<file path="src/rtl/pipe_ctrl.sv">
// Pipeline controller: stage enables, bubble/flush strobes and EX forwarding selects.
// Optional performance counters are built only when PIPE_CTRL_PERF_EN is defined.
module pipe_ctrl #(
  parameter int MUL_LAT = 4,
  parameter int RW      = 5
) (
  input  logic          clk,
  input  logic          rst,
  input  logic          id_valid,
  input  logic          id_uses_rs2,
  input  logic [RW-1:0] id_rs1,
  input  logic [RW-1:0] id_rs2,
  input  logic          ex_valid,
  input  logic          ex_memRead,
  input  logic          ex_mul,
  input  logic          ex_ecall,
  input  logic [RW-1:0] ex_rd,
  input  logic [RW-1:0] ex_rs1,
  input  logic [RW-1:0] ex_rs2,
  input  logic          branch_taken,
  input  logic          mem_regWrite,
  input  logic          wb_regWrite,
  input  logic [RW-1:0] mem_rd,
  input  logic [RW-1:0] wb_rd,
  input  logic          resume,
  output logic          pc_en,
  output logic          ifid_en,
  output logic          idex_en,
  output logic          exmem_en,
  output logic          ifid_flush,
  output logic          idex_flush,
  output logic          exmem_flush,
  output logic [1:0]    fwdA,
  output logic [1:0]    fwdB,
  output logic          halted,
  output logic [31:0]   stall_cycles,
  output logic [31:0]   flush_events
);

  // state    | meaning
  // RUN      | normal issue; branch / ecall / multiply / load-use handled here
  // MUL_WAIT | multiply still occupying EX; cnt counts remaining stall cycles
  // HALT     | ecall retired, everything frozen until resume
  typedef enum logic [1:0] {S_RUN, S_MUL_WAIT, S_HALT} state_t;

  localparam int CW = $clog2(MUL_LAT);
  localparam logic [CW-1:0] CNT_INIT = CW'(MUL_LAT - 2);

  state_t        state, state_nxt;
  logic [CW-1:0] cnt, cnt_nxt;

  logic pc_en_c, ifid_en_c, idex_en_c, exmem_en_c;
  logic ifid_flush_c, idex_flush_c, exmem_flush_c;
  logic halted_c;
  logic load_use;
  logic [1:0] fwd_a_c, fwd_b_c;

  assign load_use = ex_valid && ex_memRead && (ex_rd != '0) && id_valid &&
                    ((ex_rd == id_rs1) || (id_uses_rs2 && (ex_rd == id_rs2)));

  always_ff @(posedge clk or negedge rst) begin
    if (!rst) begin
      state <= S_RUN;
      cnt   <= '0;
    end else begin
      state <= state_nxt;
      cnt   <= cnt_nxt;
    end
  end

  always_comb begin
    state_nxt     = state;
    cnt_nxt       = cnt;
    pc_en_c       = 1'b1;
    ifid_en_c     = 1'b1;
    idex_en_c     = 1'b1;
    exmem_en_c    = 1'b1;
    ifid_flush_c  = 1'b0;
    idex_flush_c  = 1'b0;
    exmem_flush_c = 1'b0;
    halted_c      = 1'b0;
    case (state)
      S_RUN: begin
        if (ex_valid && branch_taken) begin
          ifid_flush_c = 1'b1;
          idex_flush_c = 1'b1;
        end else if (ex_valid && ex_ecall) begin
          state_nxt = S_HALT;
        end else if (ex_valid && ex_mul) begin
          pc_en_c       = 1'b0;
          ifid_en_c     = 1'b0;
          idex_en_c     = 1'b0;
          exmem_flush_c = 1'b1;
          cnt_nxt       = CNT_INIT;
          state_nxt     = S_MUL_WAIT;
        end else if (load_use) begin
          pc_en_c      = 1'b0;
          ifid_en_c    = 1'b0;
          idex_flush_c = 1'b1;
        end
      end
      S_MUL_WAIT: begin
        // cnt==0 is the release cycle: EX result moves on, nothing stalls
        if (cnt != '0) begin
          pc_en_c       = 1'b0;
          ifid_en_c     = 1'b0;
          idex_en_c     = 1'b0;
          exmem_flush_c = 1'b1;
          cnt_nxt       = cnt - CW'(1);
        end else begin
          state_nxt = S_RUN;
        end
      end
      S_HALT: begin
        pc_en_c    = 1'b0;
        ifid_en_c  = 1'b0;
        idex_en_c  = 1'b0;
        exmem_en_c = 1'b0;
        halted_c   = 1'b1;
        if (resume) state_nxt = S_RUN;
      end
      default: state_nxt = S_RUN;
    endcase
  end

  always_comb begin
    fwd_a_c = 2'b00;
    if (mem_regWrite && (mem_rd != '0) && (mem_rd == ex_rs1))
      fwd_a_c = 2'b10;
    else if (wb_regWrite && (wb_rd != '0) && (wb_rd == ex_rs1))
      fwd_a_c = 2'b01;
  end

  always_comb begin
    fwd_b_c = 2'b00;
    if (mem_regWrite && (mem_rd != '0) && (mem_rd == ex_rs2))
      fwd_b_c = 2'b10;
    else if (wb_regWrite && (wb_rd != '0) && (wb_rd == ex_rs2))
      fwd_b_c = 2'b01;
  end

  // Reset forces every output quiet so the datapath holds still while in reset.
  assign pc_en       = rst & pc_en_c;
  assign ifid_en     = rst & ifid_en_c;
  assign idex_en     = rst & idex_en_c;
  assign exmem_en    = rst & exmem_en_c;
  assign ifid_flush  = rst & ifid_flush_c;
  assign idex_flush  = rst & idex_flush_c;
  assign exmem_flush = rst & exmem_flush_c;
  assign halted      = rst & halted_c;
  assign fwdA        = rst ? fwd_a_c : 2'b00;
  assign fwdB        = rst ? fwd_b_c : 2'b00;

`ifdef PIPE_CTRL_PERF_EN
  logic [31:0] stall_q, flush_q;

  // ifid_flush is only ever raised by a taken branch, so it doubles as the flush event
  always_ff @(posedge clk or negedge rst) begin
    if (!rst) begin
      stall_q <= '0;
      flush_q <= '0;
    end else begin
      if (!pc_en_c && (stall_q != 32'hFFFF_FFFF)) stall_q <= stall_q + 32'd1;
      if (ifid_flush_c && (flush_q != 32'hFFFF_FFFF)) flush_q <= flush_q + 32'd1;
    end
  end

  assign stall_cycles = stall_q;
  assign flush_events = flush_q;
`else
  assign stall_cycles = 32'd0;
  assign flush_events = 32'd0;
`endif

endmodule

</file>
<file path="config.mk">
export PLATFORM = sky130hd
export DESIGN_NAME = pipe_ctrl
export DESIGN_NICKNAME = d
export VERILOG_FILES = /design/src/rtl/pipe_ctrl.sv
export SDC_FILE = /design/constraint.sdc
export NUM_CORES = 1
export LEC_CHECK = 0
export ABC_AREA = 0
export ABC_CLOCK_PERIOD_IN_PS = 2400
export CAP_MARGIN = 10
export CORE_MARGIN = 8
export CORE_UTILIZATION = 69
export CTS_CLUSTER_SIZE = 8
export DETAILED_ROUTE_END_ITERATION = 7
export DONT_BUFFER_PORTS = 1
export PLACE_DENSITY = 0.83
export SYNTH_ARGS = -nofsm -noshare
export SYNTH_HDL_FRONTEND = slang
export SYNTH_SLANG_ARGS = --single-unit
</file>
<file path="constraint.sdc">
create_clock -name clk -period 2.4 [get_ports clk]
set_input_delay 0.36 -clock clk [delete_from_list [all_inputs] [get_ports clk]]
set_output_delay 0.36 -clock clk [all_outputs]
set_load 0.03 [all_outputs]
</file>
==> summary.md, run 1 <==
| Metric | Value |
|---|---|
| Run status | completed |
| Worst skew pair latency | 0.23 ns |
| Top-count cell post-synth | buf_4 |
| Type of the worst min-delay path | primary input to flip-flop |
| Die Span X | 57.9 um |
| Hold depth | 2 |
| Smallest hold slack | 0.298 ns |
| Initial antenna violation count | 0 |
| Pleak | 0.514 nW |
| First-pass GRT wire length | 4.13 mm |
| Area Overhead vs Synth | -13.3% |
| Slowest cell on the critical path | or4_4 |
| Post-synth EDFFs | 0 |
| Top Layer Used | met4 |
| Row cnt | 15 |
| Power Internal | 0.000251 W |
| Psw | 0.000338 W |
| R2R depth | 5 |
| Switch share | 57.4% |
| # H-tree levels | 1 |
| Initial Util | 71.6% |
| Metal2 WL | 1.52 mm |
| # IOs | 123 |
| Critical path class | primary input to output pin |
| Port buffer count | 0 |
| Global route total overflow | 0 |
| Hpwl dp | 2.54 mm |
| Post-CTS setup buffers | 0 |
| Warnings from Yosys | 0 |
| Routed Antenna Nets | 0 |
| Proportion of layout cells with a drive suffix above 1 | 7.98% |
| CP Cell Sequence | or4_4 -> o21ai_2 -> nor4_1 -> nor4_2 -> buf_4 |
| Setup crit end kind | output pin |
| DR DRC count | 0 |
| Setup crit start kind | primary input |
| Final Wtd Congestion | 0.793 |
| Slew Viols, Final | 0 |
| Post-synthesis cell area | 0.00121 mm^2 |
| Max-Cap Viols | 0 |
| Initial DRC Count | 25 |
| Synth area leaders | buf_4, xnor2_1, xor2_1 |
| Final Cell Area | 0.00105 mm^2 |
| Hold Vio Cnt, Final | 0 |
| Synth async-reset ratio | 100% |
| Logic pwr share | 65.7% |
| Fin Setup TNS | 0 ns |
| Clock-pin slew on the worst setup and hold paths | 0.04 ns |
| Hold_sp | ex_ecall |
| Main synth FF type | dfrtp_1 |
| Mapped Avg Cell Area | 7.70 um^2 |
| Total CTS buffers | 3 |
| Distinct cells, synth | 34 |
| Reg2Reg Launch Point | cnt[0]$_DFFE_PN0P_ |
| Arrival time worst endpoint | 1.64 ns |
| Total wire length | 2.85 mm |
| Metal-1 WL | 924 um |
| WL met3 | 388 um |
| Yosys top cell by area | buf_4 |
| Fillers | 156 |
| Peak Freq | 0.500 GHz |
| Sequential power share | 20.1% |
| Hold endpoint | state[1]$_DFFE_PN0P_ |
| Top-area cell type share of the netlist area | 40.4% |
| Worst path max stage delay | 0.51 ns |
| CTS tree | done |
| FF-to-FF setup slack | 1.06 ns |
| Most frequent cells after synthesis | buf_4, xnor2_1, xor2_1 |
| Post-Route Skew | 0.00271 ns |
| Period minus WS final | 2.00 ns |
| Max Fanout on Critical Path | 3 |
| R2R Path End | cnt[1]$_DFFE_PN0P_ |
| Seq cells post-synth | 4 |
| DR WL/cell | 15.8 um |
| Clock share of power | 14.1% |
| Vias | 860 |
| Tcrit/Tclk final | 83.4% |
| PD cells | 561 mW/mm^2 |
| Post-synthesis cell count | 157 |
| Fin nets | 213 |
| Pin count of the biggest net entering global routing | 12 |
| Die area | 0.00335 mm^2 |
| Core Box Area | 0.00169 mm^2 |
| Antenna Cells | 0 |
| Final setup fails | 0 |
| Critical Path RT | 2.04 ns |
| DR pass1 iterations | 4 |
| CTS Sinks | 4 |
| Clock Tree Buf Depth | 2 |
| Placed Area | 0.00102 mm^2 |
| Root buf cell | clkbuf_4 |
| Sequential share of the synthesized area | 8.28% |
| Die Height | 57.9 um |
| RSZ-0062 raised after global routing | no |
| Tot GR Track Use | 15.0% |
| Vias in the first global route | 861 |
| Vias per cell | 4.78 |
| Peak VDD IR | 0.387 mV |
==> cells by family after synthesis <==
family,share of synthesized area [%]
fa+ha+maj,1.04
flops,8.28
compound gates,7.04
other cells,0.310
buf+inv,42.2
simple gates,18.5
xor+xnor,21.7
mux,0.828
==> area by class of cell <==
type | count | area (um^2) | share of cell area [%]
multi-input combinational | 145 | 835 | 79.6
sequential | 4 | 100 | 9.55
timing repair buffer | 6 | 51.3 | 4.89
clock buffer | 3 | 22.5 | 2.15
tap | 17 | 21.3 | 2.03
inverter | 5 | 18.8 | 1.79
==> routing by layer <==
layer	global-route usage (%)	vias up
li1	-	401
met5	0	-
met1	14.1	381
met3	7.28	6
met2	28.8	72
met4	2.10	0
==> sequential cells by signal (all words and copies together), names as in the netlist <==
signal and count:
cnt 2, state 2
==> through the flow <==
stage,util [%],cells,worst slack (ns),total power [W]
after detailed placement,60.1,176,0.419,0.000496
final,62.1,180,0.399,0.000588
after floorplan,-,220,0.117,0.000534
after CTS,62.1,180,0.395,0.000586
after global routing,62.1,180,0.263,0.000631
after global placement,60.1,176,0.504,0.000486
==> power by group through the flow <==
stage	logic [W]	registers, W	clock network (W)
6_report	0.000386	0.000119	0.0000832
5_1_grt	0.000416	0.000122	0.0000927
4_1_cts	0.000382	0.000118	0.0000854
3_5_place_dp	0.000377	0.000118	0
3_3_place_gp	0.000370	0.000117	0
2_1_floorplan	0.000427	0.000108	0
==> critical path, delay by kind of cell <==
kind | cells | cell delay (ns)
AO/OA/AOI/OAI | 1 | 0.16
buffers and inverters | 1 | 0.21
AND/OR/NAND/NOR | 3 | 0.91
==> repair_timing <==
item,in CTS,in global routing
gates resized for setup,0,0
hold endpoints to repair,4,0
setup endpoints to repair,0,0
hold buffers,1,0
==> worst max-delay path by stage <==
stage / cells past startpoint / slack (ns) / from / to
detailed placement: 5 / 0.42 / mem_rd[1] / fwdB[0]
finish: 5 / 0.40 / mem_rd[1] / fwdB[0]
global route: 7 / 0.26 / cnt[0]$_DFFE_PN0P_ / pc_en
CTS: 5 / 0.39 / cnt[0]$_DFFE_PN0P_ / exmem_flush
floorplan: 5 / 0.12 / ex_rd[1] / pc_en
global placement: 5 / 0.50 / mem_rd[1] / fwdB[0]
==> cells in the final DEF (no fill, tap or decap) <==
cell | netlist | routed
nand2_1 | 5 | 5
and4bb_2 | 1 | 1
a21oi_1 | 3 | 3
nor4_2 | 2 | 2
o22ai_1 | 1 | 1
or4_4 | 1 | 1
o21ai_0 | 3 | 3
xor2_1 | 14 | 14
buf_4 | 65 | 4
nor3b_1 | 1 | 1
o21ai_2 | 1 | 1
or4_1 | 4 | 4
ha_1 | 1 | 1
nand3_1 | 4 | 4
xnor2_1 | 16 | 16
inv_1 | 5 | 5
nor2_1 | 5 | 5
o31ai_1 | 1 | 1
buf_6 | 0 | 1
o211ai_1 | 1 | 1
and2_1 | 3 | 3
mux2i_1 | 1 | 1
and3_1 | 1 | 1
nor3_1 | 2 | 2
nand4_1 | 1 | 1
dlygate4sd3_1 | 0 | 1
nor2b_1 | 1 | 1
a41oi_1 | 1 | 1
a21boi_0 | 1 | 1
nand2b_1 | 2 | 2
conb_1 | 1 | 64
nor4_1 | 2 | 2
a31o_1 | 1 | 1
dfrtp_1 | 4 | 4
nand3b_1 | 1 | 1
clkbuf_4 | 0 | 3
Note: power is estimated with default switching activity, not from simulation.
==> run 2: changes to the inputs <==
- ABC_AREA: 0 -> 1
- ABC_CLOCK_PERIOD_IN_PS: 2400 -> 1800
- CORE_UTILIZATION: 69 -> 58
- PLACE_DENSITY: 0.83 -> 0.74
- clock period: 2.4 -> 1.8 ns (I/O delays scaled with it)
==> run 2 against run 1 <==
Critical path depth grew 3; sequential share of layout area shrank 1.4 points; combinational power grew 69%; clock skew shrank 0.0016 ns; non-clock buffer count grew 5; critical endpoint is now pc_en.
==> summary.md, run 2 <==
| Metric | Value |
|---|---|
| Run status | completed |
| Area Overhead vs Synth | -6.93% |
| Proportion of layout cells with a drive suffix above 1 | 9.52% (+1.5 points) |
| Mapped Avg Cell Area | 6.02 um^2 (-22%) |
| Top-area cell type share of the netlist area | 37.0% (-3.3 points) |
| Critical Path RT | 1.53 ns (-0.51 ns) |
| Post-Route Skew | 0.00107 ns (-0.00163 ns) |
| Total CTS buffers | 3 (unchanged) |
| # H-tree levels | 1 (unchanged) |
| Global route total overflow | 0 (unchanged) |
| Post-synthesis cell area | 0.00132 mm^2 (+9.0%) |
| Sequential share of the synthesized area | 7.60% (-0.68 points) |
| Initial antenna violation count | 0 (unchanged) |
| Fin nets | 281 (+32%) |
| Vias | 1,097 (+28%) |
| Die area | 0.00405 mm^2 (+21%) |
| Fillers | 234 (+50%) |
| Slew Viols, Final | 0 (unchanged) |
| R2R depth | 5 (unchanged) |
| CTS Sinks | 4 (unchanged) |
| Initial Util | 60.1% (-11 points) |
| Peak Freq | 0.588 GHz |
| Reg area | 100 um^2 (unchanged) |
| Regs by FF count | cnt x2, state x2 |
| R2R Path End | state[1]$_DFFE_PN0P_ |
| Final design utilization | 56.0% (-6.1 points) |
| Hpwl dp | 2.73 mm (+7.4%) |
| Synth async-reset ratio | 100% (unchanged) |
| Row cnt | 17 (+2) |
| DR pass1 iterations | 5 (+1) |
| Clock Tree Buf Depth | 2 (unchanged) |
| Seq cells post-synth | 4 (unchanged) |
| Clock-pin slew on the worst setup and hold paths | 0.04 ns (about the same) |
| Distinct cells, synth | 20 (-41%) |
| Post-CTS setup buffers | 0 (unchanged) |
| Post-synth EDFFs | 0 (unchanged) |
| Max Fanout on Critical Path | 3 (unchanged) |
| Vias per cell | 4.24 (-11%) |
| CTS tree | done |
| DR WL/cell | 11.4 um (-28%) |
| Warnings from Yosys | 0 (unchanged) |
| PD cells | 752 mW/mm^2 (+34%) |
| Synth area leaders | buf_4, nand2_1, dfrtp_1 |
| Peak VDD IR | 0.486 mV (+26%) |
| Reg2Reg Launch Point | cnt[0]$_DFFE_PN0P_ |
| First-pass GRT wire length | 4.86 mm (+18%) |
| Fin Setup TNS | 0 ns (unchanged) |
| Post-synthesis cell count | 219 (+39%) |
| Pleak | 0.760 nW (+48%) |
| # IOs | 123 (unchanged) |
| Critical path class | flip-flop to output pin |
| Pin count of the biggest net entering global routing | 10 (-2) |
| Vias in the first global route | 1,117 (+30%) |
| DR DRC count | 0 (unchanged) |
| Final Cell Area | 0.00123 mm^2 (+17%) |
| Setup crit end kind | output pin |
| Root buf cell | clkbuf_4 |
| Total wire length | 2.95 mm (+3.5%) |
| Period minus WS final | 1.70 ns |
| Worst skew pair latency | 0.23 ns (about the same) |
| Final Wtd Congestion | 0.853 (+7.5%) |
| Arrival time worst endpoint | 1.43 ns (-0.21 ns) |
| Initial DRC Count | 28 (+12%) |
| Tot Pwr | 0.000922 W (+57%) |
| Die Height | 63.7 um (+10%) |
| Placed Area | 0.00118 mm^2 (+17%) |
| Max-Cap Viols | 0 (unchanged) |
| Routed Antenna Nets | 0 (unchanged) |
| Top-count cell post-synth | buf_4 |
| Die Span X | 63.7 um (+10%) |
| Most frequent cells after synthesis | buf_4, nand2_1, inv_1 |
| Tcrit/Tclk final | 94.5% |
| Port buffer count | 0 (unchanged) |
| Multi-input gate area | 873 um^2 (+4.6%) |
| Final setup fails | 0 (unchanged) |
| Tot GR Track Use | 13.8% (-1.2 points) |
| Most frequent cells in the layout | conb_1, nand2_1, inv_1 |
| Most common cell after layout, fill and taps aside | conb_1 |
| Antenna Cells | 0 (unchanged) |
| Core Box Area | 0.00219 mm^2 (+30%) |
| Type of the worst min-delay path | primary input to async pin |
| Hold Vio Cnt, Final | 0 (unchanged) |
| Main synth FF type | dfrtp_1 |
| Yosys top cell by area | buf_4 |
| Setup crit start kind | flip-flop |
| FF-to-FF setup slack | 0.58 ns (-0.48 ns) |
## run 2: cell count changes after synthesis, sizes merged, moves of 7 or more
cell / previous run / this run
nand2: 5 / 42
nand3: 4 / 14
xnor2: 16 / 9
nor2: 5 / 23
inv: 5 / 27
## run 2: stage by stage
| stage | hold slack [ns] | worst slack [ns] | cells |
|---|---|---|---|
| finish | 0.307 | 0.0993 | 259 |
| global route | 0.317 | -0.00741 | 259 |
| CTS | 0.303 | 0.00670 | 259 |
| detailed placement | -0.0254 | 0.217 | 255 |
| global placement | -0.0254 | 0.245 | 255 |
| floorplan | -0.0256 | 0.0244 | 282 |
## run 2: cell families after synthesis
group	Yosys count	synth area share (%)
compound gates	17	7.60
flops	4	7.60
other cells	1	0.285
fa+ha+maj	1	0.950
simple gates	84	25.9
buf+inv	93	45.0
xor+xnor	19	12.6
## run 2: how the worst max path moves through the flow
stage                  startpoint     to  slack (ns)  cells past startpoint
6_report       cnt[0]$_DFFE_PN0P_  pc_en         0.1                      8
3_5_place_dp   cnt[0]$_DFFE_PN0P_  pc_en        0.22                      8
5_1_grt        cnt[1]$_DFFE_PN0P_  pc_en      -0.007                      8
3_3_place_gp   cnt[0]$_DFFE_PN0P_  pc_en        0.24                      8
4_1_cts        cnt[0]$_DFFE_PN0P_  pc_en       0.007                      8
2_1_floorplan  cnt[0]$_DFFE_PN0P_  pc_en        0.02                      9
## run 2: timing repair
action	4_1_cts	5_1_grt
endpoints found under the setup margin	2	4
hold endpoints to repair	4	0
hold buffers	1	0
resized for setup	1	5
pin swaps	0	0
## run 2: layer usage
metal | up-vias | part of all wire (%) | track usage (%)
met4 | 0 | 0.41 | 4.74
met5 | - | 0 | 0
met3 | 2 | 17 | 6.71
met2 | 78 | 49 | 25.0
li1 | 569 | - | -
met1 | 448 | 34 | 13.3
## run 2: layout make-up
type,count,share of cell area [%]
Multi-Input combinational cell,185,71.2
Inverter,28,8.98
Sequential cell,4,8.16
Timing Repair Buffer,11,6.94
Tap cell,28,2.86
Clock buffer,3,1.84
## run 2: critical path, stage by stage (launching register included)
cell      delay [ns]
dfrtp_1         0.36
inv_2           0.06
ha_1            0.13
inv_1           0.05
a21oi_2         0.16
inv_2           0.06
a21oi_4         0.15
nand2_2         0.09
clkinv_4        0.12
## run 2: report_power, final
part	switching [W]	total (W)	internal [W]
clock	0.0000324	0.000107	0.0000743
sequential	0.0000337	0.000164	0.000130
combinational	0.000479	0.000652	0.000172
total	0.000545	0.000922	0.000377
==> run 3: changes to the inputs <==
- CELL_PAD_IN_SITES_DETAIL_PLACEMENT: default -> 0
- CELL_PAD_IN_SITES_GLOBAL_PLACEMENT: default -> 1
- CORE_UTILIZATION: 58 -> 35
==> run 3 against run 2 <==
Sequential power about the same; count of clock-buffer cells in the layout unchanged; core utilization down 21 points; global-route usage down 3.8 points; cell count up 7.7%; die area up 48%; non-clock buffer count unchanged; total power up 8.7%; register-to-register slack about the same; fmax up 0.74%; combinational power up 0.6%; design area up 3.6%; largest cell class unchanged.
==> summary.md, run 3 (synthesis results as in run 2) <==
| Metric | Value |
|---|---|
| CTS Sinks | 4 (unchanged) |
| Initial antenna violation count | 0 (unchanged) |
| Setup crit start kind | flip-flop |
| Clock-pin slew on the worst setup and hold paths | 0.03 ns (about the same) |
| Final design utilization | 35.0% (-21 points) |
| Vias in the first global route | 1,125 (+0.72%) |
| Pin count of the biggest net entering global routing | 10 (unchanged) |
| # H-tree levels | 1 (unchanged) |
| Tot GR Track Use | 10.0% (-3.8 points) |
| Hpwl dp | 2.94 mm (+7.6%) |
| DR DRC count | 0 (unchanged) |
| WL met3 | 507 um (+3.5%) |
| Total CTS buffers | 3 (unchanged) |
| Clock Tree Buf Depth | 2 (unchanged) |
| Post-Route Skew | 0.000735 ns (-0.000338 ns) |
| # IOs | 123 (unchanged) |
| Die Span X | 77.4 um (+22%) |
| RSZ-0062 raised after global routing | no |
| Final setup fails | 0 (unchanged) |
| Final Wtd Congestion | 0.738 (-14%) |
| Vias per cell | 3.87 (-8.5%) |
| Pleak | 0.767 nW (+1.0%) |
| Metal2 WL | 1.53 mm (+5.7%) |
| Area Overhead vs Synth | -3.61% |
| Type of the worst min-delay path | primary input to async pin |
| Die area | 0.00598 mm^2 (+48%) |
| Smallest hold slack | 0.325 ns (+0.0183 ns) |
| Global route total overflow | 0 (unchanged) |
| Critical path buffers and inverters | 4 (unchanged) |
| DR pass1 iterations | 4 (-1) |
| Worst skew pair latency | 0.21 ns (-0.02 ns) |
| Regs by FF count | cnt x2, state x2 |
| Proportion of layout cells with a drive suffix above 1 | 9.09% (-0.43 points) |
| CP Cell Sequence | inv_2 -> ha_1 -> inv_1 -> a21oi_2 -> inv_1 -> a21oi_4 -> nand2_2 -> clkinv_4 |
| Root buf cell | clkbuf_8 |
| Hold Vio Cnt, Final | 0 (unchanged) |
| Most common cell after layout, fill and taps aside | conb_1 |
| Run status | completed |
| DR WL/cell | 11.3 um (-1.0%) |
| Period minus WS final | 1.69 ns (-0.0125 ns) |
| Die Height | 77.4 um (+22%) |
| Max-Cap Viols | 0 (unchanged) |
| R2R Path End | state[1]$_DFFE_PN0P_ |
| Slew Viols, Final | 0 (unchanged) |
| R2R depth | 5 (unchanged) |
| Fin Setup TNS | 0 ns (unchanged) |
| Total wire length | 3.15 mm (+6.6%) |
| Max Fanout on Critical Path | 3 (unchanged) |
| Fin nets | 281 (unchanged) |
| Tcrit/Tclk final | 93.8% (-0.70 points) |
| Initial DRC Count | 38 (+36%) |
| Delay-heaviest family, CP | flip-flops |
| Initial Util | 36.3% (-24 points) |
| First-pass GRT wire length | 5.16 mm (+6.1%) |
| Metal-1 WL | 1.11 mm (+11%) |
| FF-to-FF setup slack | 0.59 ns (about the same) |
| Arrival time worst endpoint | 1.42 ns (about the same) |
| Critical Path RT | 1.53 ns (about the same) |
| Port buffer count | 0 (unchanged) |
| Setup crit end kind | output pin |
| Routed Antenna Nets | 0 (unchanged) |
| CTS tree | done |
| Row cnt | 22 (+5) |
| Worst path max stage delay | 0.36 ns (about the same) |
| Core Box Area | 0.00363 mm^2 (+66%) |
| Post-CTS setup buffers | 0 (unchanged) |
| PD cells | 789 mW/mm^2 (+4.9%) |
| Antenna Cells | 0 (unchanged) |
| Critical path class | flip-flop to output pin |
| Reg2Reg Launch Point | cnt[0]$_DFFE_PN0P_ |
| Slowest cell on the critical path | dfrtp_1 |
| Peak VDD IR | 0.219 mV (-55%) |
| CP most frequent cell | inv_1 |
| Top Layer Used | met3 |
| Peak Freq | 0.592 GHz (+0.74%) |
| Vias | 1,081 (-1.5%) |
| Most frequent cells in the layout | conb_1, nand2_1, inv_1 |
run 3: cell counts in the layout (fill, tap and decap cells not counted):
No cell type changed its count.
run 3: how the worst max path moves through the flow:
stage | startpoint | to | slack [ns] | cells past startpoint
after floorplan | cnt[0]$_DFFE_PN0P_ | pc_en | 0.02 | 9
after global placement | cnt[0]$_DFFE_PN0P_ | pc_en | 0.22 | 8
after detailed placement | cnt[0]$_DFFE_PN0P_ | ifid_en | 0.22 | 8
after CTS | cnt[0]$_DFFE_PN0P_ | ifid_en | 0.03 | 8
after global routing | cnt[0]$_DFFE_PN0P_ | exmem_flush | 0.0001 | 6
final | cnt[0]$_DFFE_PN0P_ | ifid_en | 0.11 | 8
run 3: layout make-up:
type                    instances  area, um^2
clock buffers                   3        41.3
fillers                       432        2360
inverters                      28         110
multi-input cells             185         873
flip-flops and latches          4         100
well taps                      48        60.1
repair buffers                 11        85.1
run 3: stage by stage:
stage	power [W]	std cells	area (um^2)	setup slack [ns]
after floorplan	0.000816	282	1560	0.0244
after global placement	0.000791	275	1210	0.224
after detailed placement	0.000798	275	1210	0.220
after CTS	0.000995	279	1260	0.0302
after global routing	0.00110	279	1270	0.0000951
final	0.00100	279	1270	0.112
run 3: routing by layer:
layer,up-vias,track usage (%)
met5,-,0
met4,0,3.21
met3,0,6.80
met2,73,16.7
met1,445,9.80
li1,563,-
run 3: report_power, final:
part	internal, W	switching [W]	total [W]	leakage, nW
clock network	0.000142	0.0000400	0.000182	0.0216
logic	0.000174	0.000481	0.000656	0.696
registers	0.000131	0.0000341	0.000165	0.0495
run 3: timing repair:
action                     in CTS  in global routing
resized for setup               1                  4
hold buffers                    1                  0
hold endpoints to repair        4                  0
setup endpoints to repair       2                  4
pin swaps                       0                  0
